`config.mk`:
```
export PLATFORM = sky130hd
export DESIGN_NAME = out_port_uart_tx
export DESIGN_NICKNAME = d
export VERILOG_FILES = /design/src/rtl/out_port_uart_pkg.sv /design/src/rtl/byte_fifo.sv /design/src/rtl/out_port_uart_tx.sv
export SDC_FILE = /design/constraint.sdc
export NUM_CORES = 1
export LEC_CHECK = 0
export ABC_CLOCK_PERIOD_IN_PS = 2890
export CORE_MARGIN = 2
export CORE_UTILIZATION = 49
export DETAILED_ROUTE_END_ITERATION = 10
export PLACE_DENSITY = 0.68
export RECOVER_POWER = 50
export SLEW_MARGIN = 20
export SYNTH_ARGS = -nofsm -noshare
export SYNTH_HDL_FRONTEND = slang
export SYNTH_SLANG_ARGS = --single-unit
export TNS_END_PERCENT = 10
```
`constraint.sdc`:
```
create_clock -name clk -period 2.89 [get_ports clk]
set_input_delay 0.7225 -clock clk [delete_from_list [all_inputs] [get_ports clk]]
set_output_delay 0.7225 -clock clk [all_outputs]
set_load 0.05 [all_outputs]
```
`src/rtl/out_port_uart_pkg.sv`:
```
// Shared types and constants for the output-port UART transmitter.
package out_port_uart_pkg;

    localparam int   UART_DATA_BITS  = 8;
    localparam logic UART_IDLE_LEVEL = 1'b1;

    typedef enum logic [1:0] {
        IDLE,
        START,
        DATA,
        STOP
    } uartState_e;

endpackage

```
`src/rtl/byte_fifo.sv`:
```
// Generic synchronous first-word-fall-through byte FIFO with occupancy count.
// A push on full is accepted only when a pop happens on the same edge.
module byte_fifo #(
    parameter int DEPTH = 16
) (
    input  logic                     clk,
    input  logic                     rst,
    input  logic                     push_i,
    input  logic                     pop_i,
    input  logic [7:0]               din_i,
    output logic [7:0]               dout_o,
    output logic                     full_o,
    output logic                     empty_o,
    output logic [$clog2(DEPTH):0]   level_o
);

    localparam int ADDR_W = $clog2(DEPTH);
    localparam int LVL_W  = ADDR_W + 1;

    logic [7:0]        mem [DEPTH];
    logic [ADDR_W-1:0] wrPtr_q;
    logic [ADDR_W-1:0] rdPtr_q;
    logic [LVL_W-1:0]  level_q;
    logic              doPush;
    logic              doPop;

    assign full_o  = (level_q == LVL_W'(DEPTH));
    assign empty_o = (level_q == '0);
    assign level_o = level_q;
    assign dout_o  = mem[rdPtr_q];
    assign doPop   = pop_i && !empty_o;
    assign doPush  = push_i && (!full_o || doPop);

    // Storage array; contents need no reset because the pointers define validity.
    always_ff @(posedge clk) begin
        if (doPush) begin
            mem[wrPtr_q] <= din_i;
        end
    end

    // Pointer and occupancy bookkeeping; pointers wrap naturally since DEPTH is a power of two.
    always_ff @(posedge clk or posedge rst) begin
        if (rst) begin
            wrPtr_q <= '0;
            rdPtr_q <= '0;
            level_q <= '0;
        end else begin
            if (doPush) begin
                wrPtr_q <= wrPtr_q + ADDR_W'(1);
            end
            if (doPop) begin
                rdPtr_q <= rdPtr_q + ADDR_W'(1);
            end
            case ({doPush, doPop})
                2'b10:   level_q <= level_q + LVL_W'(1);
                2'b01:   level_q <= level_q - LVL_W'(1);
                default: level_q <= level_q;
            endcase
        end
    end

endmodule

```
`src/rtl/out_port_uart_tx.sv`:
```
// Consumer of the CPU byte-output port: every toggle of in_ctl queues in_dat,
// and the queue is drained as back-to-back 8N1 UART frames on uart_tx.
module out_port_uart_tx
    import out_port_uart_pkg::*;
#(
    parameter int CLKS_PER_BIT = 16,
    parameter int DEPTH        = 16,
    parameter int SYNC_STAGES  = 0
) (
    input  logic                     clk,
    input  logic                     rst,
    input  logic [7:0]               in_dat,
    input  logic                     in_ctl,
    input  logic                     clr_ovf,
    output logic                     uart_tx,
    output logic                     busy,
    output logic                     overflow,
    output logic [$clog2(DEPTH):0]   level
);

    localparam int BAUD_W = $clog2(CLKS_PER_BIT);
    localparam logic [BAUD_W-1:0] BAUD_RELOAD = BAUD_W'(CLKS_PER_BIT - 1);
    localparam logic [2:0]        LAST_BIT    = 3'(UART_DATA_BITS - 1);

    logic              ctlS;
    logic [7:0]        datS;
    logic              ctlRef_q;
    logic              ovf_q;
    logic              ovf_d;
    logic              fifoPush;
    logic              fifoPop;
    logic [7:0]        fifoDout;
    logic              fifoFull;
    logic              fifoEmpty;

    uartState_e        state_q;
    uartState_e        state_d;
    logic [BAUD_W-1:0] baudCnt_q;
    logic [BAUD_W-1:0] baudCnt_d;
    logic [2:0]        bitCnt_q;
    logic [2:0]        bitCnt_d;
    logic [7:0]        shift_q;
    logic [7:0]        shift_d;
    logic              tx_q;
    logic              tx_d;
    logic              baudDone;

    if (SYNC_STAGES == 0) begin : g_noSync
        assign ctlS = in_ctl;
        assign datS = in_dat;
    end else begin : g_sync
        logic [SYNC_STAGES-1:0] ctlSync_q;
        logic [7:0]             datSync_q [SYNC_STAGES];

        // Equal-depth delay lines so the byte always travels alongside its strobe.
        always_ff @(posedge clk or posedge rst) begin
            if (rst) begin
                ctlSync_q <= '0;
                for (int i = 0; i < SYNC_STAGES; i++) begin
                    datSync_q[i] <= '0;
                end
            end else begin
                ctlSync_q[0] <= in_ctl;
                datSync_q[0] <= in_dat;
                for (int i = 1; i < SYNC_STAGES; i++) begin
                    ctlSync_q[i] <= ctlSync_q[i-1];
                    datSync_q[i] <= datSync_q[i-1];
                end
            end
        end

        assign ctlS = ctlSync_q[SYNC_STAGES-1];
        assign datS = datSync_q[SYNC_STAGES-1];
    end

    byte_fifo #(
        .DEPTH (DEPTH)
    ) u_fifo (
        .clk     (clk),
        .rst     (rst),
        .push_i  (fifoPush),
        .pop_i   (fifoPop),
        .din_i   (datS),
        .dout_o  (fifoDout),
        .full_o  (fifoFull),
        .empty_o (fifoEmpty),
        .level_o (level)
    );

    assign baudDone = (baudCnt_q == '0);
    assign uart_tx  = tx_q;
    assign overflow = ovf_q;
    assign busy     = (state_q != IDLE) || (level != '0);

    // Toggle detection and sticky overflow; a drop in the same cycle as clr_ovf keeps the flag set.
    always_comb begin
        fifoPush = (ctlS != ctlRef_q);
        ovf_d    = ovf_q;
        if (fifoPush && fifoFull && !fifoPop) begin
            ovf_d = 1'b1;
        end else if (clr_ovf) begin
            ovf_d = 1'b0;
        end
    end

    // State register plus all datapath registers of the input stage and transmitter.
    always_ff @(posedge clk or posedge rst) begin
        if (rst) begin
            state_q   <= IDLE;
            baudCnt_q <= '0;
            bitCnt_q  <= '0;
            shift_q   <= '0;
            tx_q      <= UART_IDLE_LEVEL;
            ctlRef_q  <= 1'b0;
            ovf_q     <= 1'b0;
        end else begin
            state_q   <= state_d;
            baudCnt_q <= baudCnt_d;
            bitCnt_q  <= bitCnt_d;
            shift_q   <= shift_d;
            tx_q      <= tx_d;
            ovf_q     <= ovf_d;
            if (fifoPush) begin
                ctlRef_q <= ctlS;
            end
        end
    end

    // Next-state logic; the stop bit chains straight into the next start bit when data is waiting.
    always_comb begin
        state_d   = state_q;
        baudCnt_d = baudCnt_q;
        bitCnt_d  = bitCnt_q;
        shift_d   = shift_q;
        fifoPop   = 1'b0;
        case (state_q)
            IDLE: begin
                if (!fifoEmpty) begin
                    fifoPop   = 1'b1;
                    shift_d   = fifoDout;
                    baudCnt_d = BAUD_RELOAD;
                    state_d   = START;
                end
            end
            START: begin
                if (baudDone) begin
                    baudCnt_d = BAUD_RELOAD;
                    bitCnt_d  = '0;
                    state_d   = DATA;
                end else begin
                    baudCnt_d = baudCnt_q - BAUD_W'(1);
                end
            end
            DATA: begin
                if (baudDone) begin
                    baudCnt_d = BAUD_RELOAD;
                    shift_d   = shift_q >> 1;
                    if (bitCnt_q == LAST_BIT) begin
                        state_d = STOP;
                    end else begin
                        bitCnt_d = bitCnt_q + 3'd1;
                    end
                end else begin
                    baudCnt_d = baudCnt_q - BAUD_W'(1);
                end
            end
            STOP: begin
                if (baudDone) begin
                    if (!fifoEmpty) begin
                        fifoPop   = 1'b1;
                        shift_d   = fifoDout;
                        baudCnt_d = BAUD_RELOAD;
                        state_d   = START;
                    end else begin
                        state_d = IDLE;
                    end
                end else begin
                    baudCnt_d = baudCnt_q - BAUD_W'(1);
                end
            end
            default: begin
                state_d = IDLE;
            end
        endcase
    end

    // Line level derived from the upcoming state so the registered output changes with the state.
    always_comb begin
        case (state_d)
            START:   tx_d = 1'b0;
            DATA:    tx_d = shift_d[0];
            default: tx_d = UART_IDLE_LEVEL;
        endcase
    end

endmodule

```
==> results.cfg <==
[global_route]
antenna_found_initial = 0
grt_pass1_vias = 3682
grt_overflow = 0
grt_max_degree = 37
grt_pass1_wl_um = 19380
grt_usage = 0.1741

[die]
die_area_sq_um = 15320
core_area_sq_um = 13930
io_pins = 20
start_util = 0.5044
die-width_um = 123.8
die_y_um = 123.8
fp-row-count = 43

[drt]
avgViaCountPerCell = 5.547
wire_per_inst_um = 18.39
vias = 3661
finalWirelength_um = 12140
final_antenna_net_count = 0
dr.pass1.iters = 6
drt_iter0_drc = 305
drc = 0

[final_layout]
final_area_sq_um = 8220
diodes = 0
final_nets = 497
drive_gt1_frac = 0.2104
area_growth_pct = 16.95
utilization = 0.5899
fill_cells = 1044

[run]
drv_cap = 0

[sta]
maxSlewViolCount = 0
period_share = 0.9607
worstMarginPinSlew_ns = 1.031
max_freq_mhz = 360.2
hold_viol = 0
setup_slack_ns = 0.1135
finalCriticalPeriod_ns = 2.776
finalClockSkew_ns = 0.008173
whs_ns = 0.4945
setup_viol = 0
relSlewSlack = 0.3129

[synthesis]
synthCells = 421
ys_warn_count = 0
syn_avg_cell_area_sq_um = 16.70
synth_fp_nets = 451
syn_area_sq_um = 7029
synth_edf_count = 128
ys.flop_type = edfxtp_1
ys_seq_area_frac = 0.6645
synth_cell_types = 53
synthArstFlopShare = 0.2050
ys_seq_elements = 161

[power_and_ir_drop]
ir_drop_v = 0.0005839
power_frac_clock = 0.270
p_leak_nw = 2.962
combPwrFrac = 0.341
power.density_nw_per_um2 = 992.4
internal-power_w = 0.005439
seqPwrFrac = 0.389
report.power.total_w = 0.008158
power.share.switching = 0.3333
p_switching_w = 0.002719

[clock_tree]
cts_sinks = 161
cts_buffers = 17
cts_buffer_depth = 2
path_clk_slew_ns = 0.06
htree_levels = 4
clk_latency_ns = 0.43
cts_resized = 0
cts_setup_buffers = 0
cts_tree = yes
root_buffer = clkbuf_16
cts_hold_buf = 0

[min_path]
hold_path_class = reg2reg

[place]
dp_slack_ns = -0.2028
dpl_cell_area_sq_um = 7619
portBuffers = 19
place.detailed.hpwl_um = 8180
gp_congestion = 0.8065

[setup_path]
crit_type = reg2out
critPathArrivalTime_ns = 2.05
cp_max_fo = 9
critPathCaptureType = output port
required_ns = 2.17
crit_path_start_kind = flip-flop

[outcome]
outcome = finished clean
==> cell usage after synthesis (2+ instances only) <==
cell type  number  area share
a22o_1          3      0.0037
nand3_1         3      0.0021
o22a_1          4      0.0050
o221ai_1        5      0.0062
clkinv_1        6      0.0032
nor2_1         23       0.012
xnor2_1         8       0.010
inv_1          19       0.010
a21boi_0        2      0.0021
mux2i_1         4      0.0057
xor2_1          5      0.0062
mux4_2         16       0.051
mux4_1         22       0.082
dfrtp_1        32        0.11
o21ai_0        13      0.0093
nor3_1          7      0.0050
edfxtp_1      128        0.55
buf_8           2      0.0043
ha_1           18       0.032
o22ai_1         4      0.0036
nand2_1        24       0.013
buf_1           2      0.0011
a22oi_1         3      0.0032
nor2b_1         3      0.0027
o31ai_1         3      0.0032
a21oi_1        10      0.0071
nand2b_1        5      0.0044
a31oi_1         2      0.0018
a211oi_1        2      0.0021
a21o_1          2      0.0021
buf_6           2      0.0032
nand4_1         2      0.0018
mux2_2          2      0.0032
clkbuf_1       11      0.0059
o21a_1          2      0.0021
buf_2           5      0.0036
==> cell type report <==
type	instances	area, sq um	area share
repair buffers	49	434.2	0.05282
multi-input cells	212	2198	0.2674
inverters	26	97.59	0.01187
well taps	180	225.2	0.02740
flip-flops and latches	161	4676	0.5688
clock inverters	15	163.9	0.01994
clock buffers	17	425.4	0.05175
==> through the flow <==
stage	setup TNS, ns	cells
2_1_floorplan	-0.1452	421
3_3_place_gp	-0.1270	628
3_5_place_dp	-0.2028	628
4_1_cts	0	660
5_1_grt	-0.01746	660
6_report	0	660
==> critical path, stage by stage (launching register included) <==
cell     delay, ns
dfrtp_2       0.46
or4_4         0.59
nor2_4        0.15
buf_4         0.18
nand2_1       0.06
buf_4         0.18
==> registers in the layout, indices dropped and copies added, names as in the netlist <==
register        cells
uart_tx             1
state_q             2
u_fifo.rdPtr_q      4
shift_q             8
u_fifo.level_o      5
ctlRef_q            1
u_fifo.wrPtr_q      4
baudCnt_q           4
overflow            1
bitCnt_q            3
u_fifo.mem        128
==> cells by family (layout without fill, tap and decap cells) <==
group	after synthesis	in the layout	share of synthesized area
multiplexers	44	44	0.1424
buffers and inverters	48	107	0.03186
AO/OA/AOI/OAI	61	61	0.05998
adder cells (fa/ha/maj)	18	18	0.03204
flip-flops	161	161	0.6645
AND/OR/NAND/NOR	76	76	0.05304
XOR/XNOR	13	13	0.01620
==> power groups by stage <==
stage / Clock, W / Combinational (W) / Sequential, W
5_1_grt: 0.00236 / 0.00304 / 0.00322
3_5_place_dp: 0 / 0.00276 / 0.00322
4_1_cts: 0.00225 / 0.00277 / 0.00318
2_1_floorplan: 0 / 0.00204 / 0.00323
6_report: 0.00220 / 0.00278 / 0.00318
3_3_place_gp: 0 / 0.00270 / 0.00320
==> layer usage <==
layer  track usage  wire, um  up-vias
li1              -         -     1749
met1        0.2267      5541     1848
met2        0.2806      6054       51
met3       0.04853       386       13
met4       0.06605       153        0
met5             0         0        -
==> layout by cell type (no fill, tap or decap), types with 9 or more instances in the layout <==
master | synthesis | routed
a21oi_1 | 10 | 9
ha_1 | 18 | 14
o21ai_0 | 13 | 13
mux4_1 | 22 | 22
buf_4 | 0 | 28
dlygate4sd3_1 | 0 | 10
edfxtp_1 | 128 | 128
dfrtp_1 | 32 | 28
nor2_1 | 23 | 22
clkbuf_16 | 0 | 17
inv_1 | 19 | 16
nand2_1 | 24 | 24
mux4_2 | 16 | 16
==> final timing paths <==
check / end / depth (start not counted) / slack [ns] / start
max: busy / 5 / 0.11 / u_fifo.level_o[0]
min: shift_q[2] / 2 / 0.49 / shift_q[3]
max reg2reg: u_fifo.level_o[4] / 13 / 0.14 / state_q[0]
min reg2reg: shift_q[2] / 2 / 0.49 / shift_q[3]
max in group asynchronous: shift_q[6] / 3 / 0.76 / rst
min in group asynchronous: u_fifo.wrPtr_q[2] / 2 / 0.80 / rst
Power figures use the tool's default switching activity.
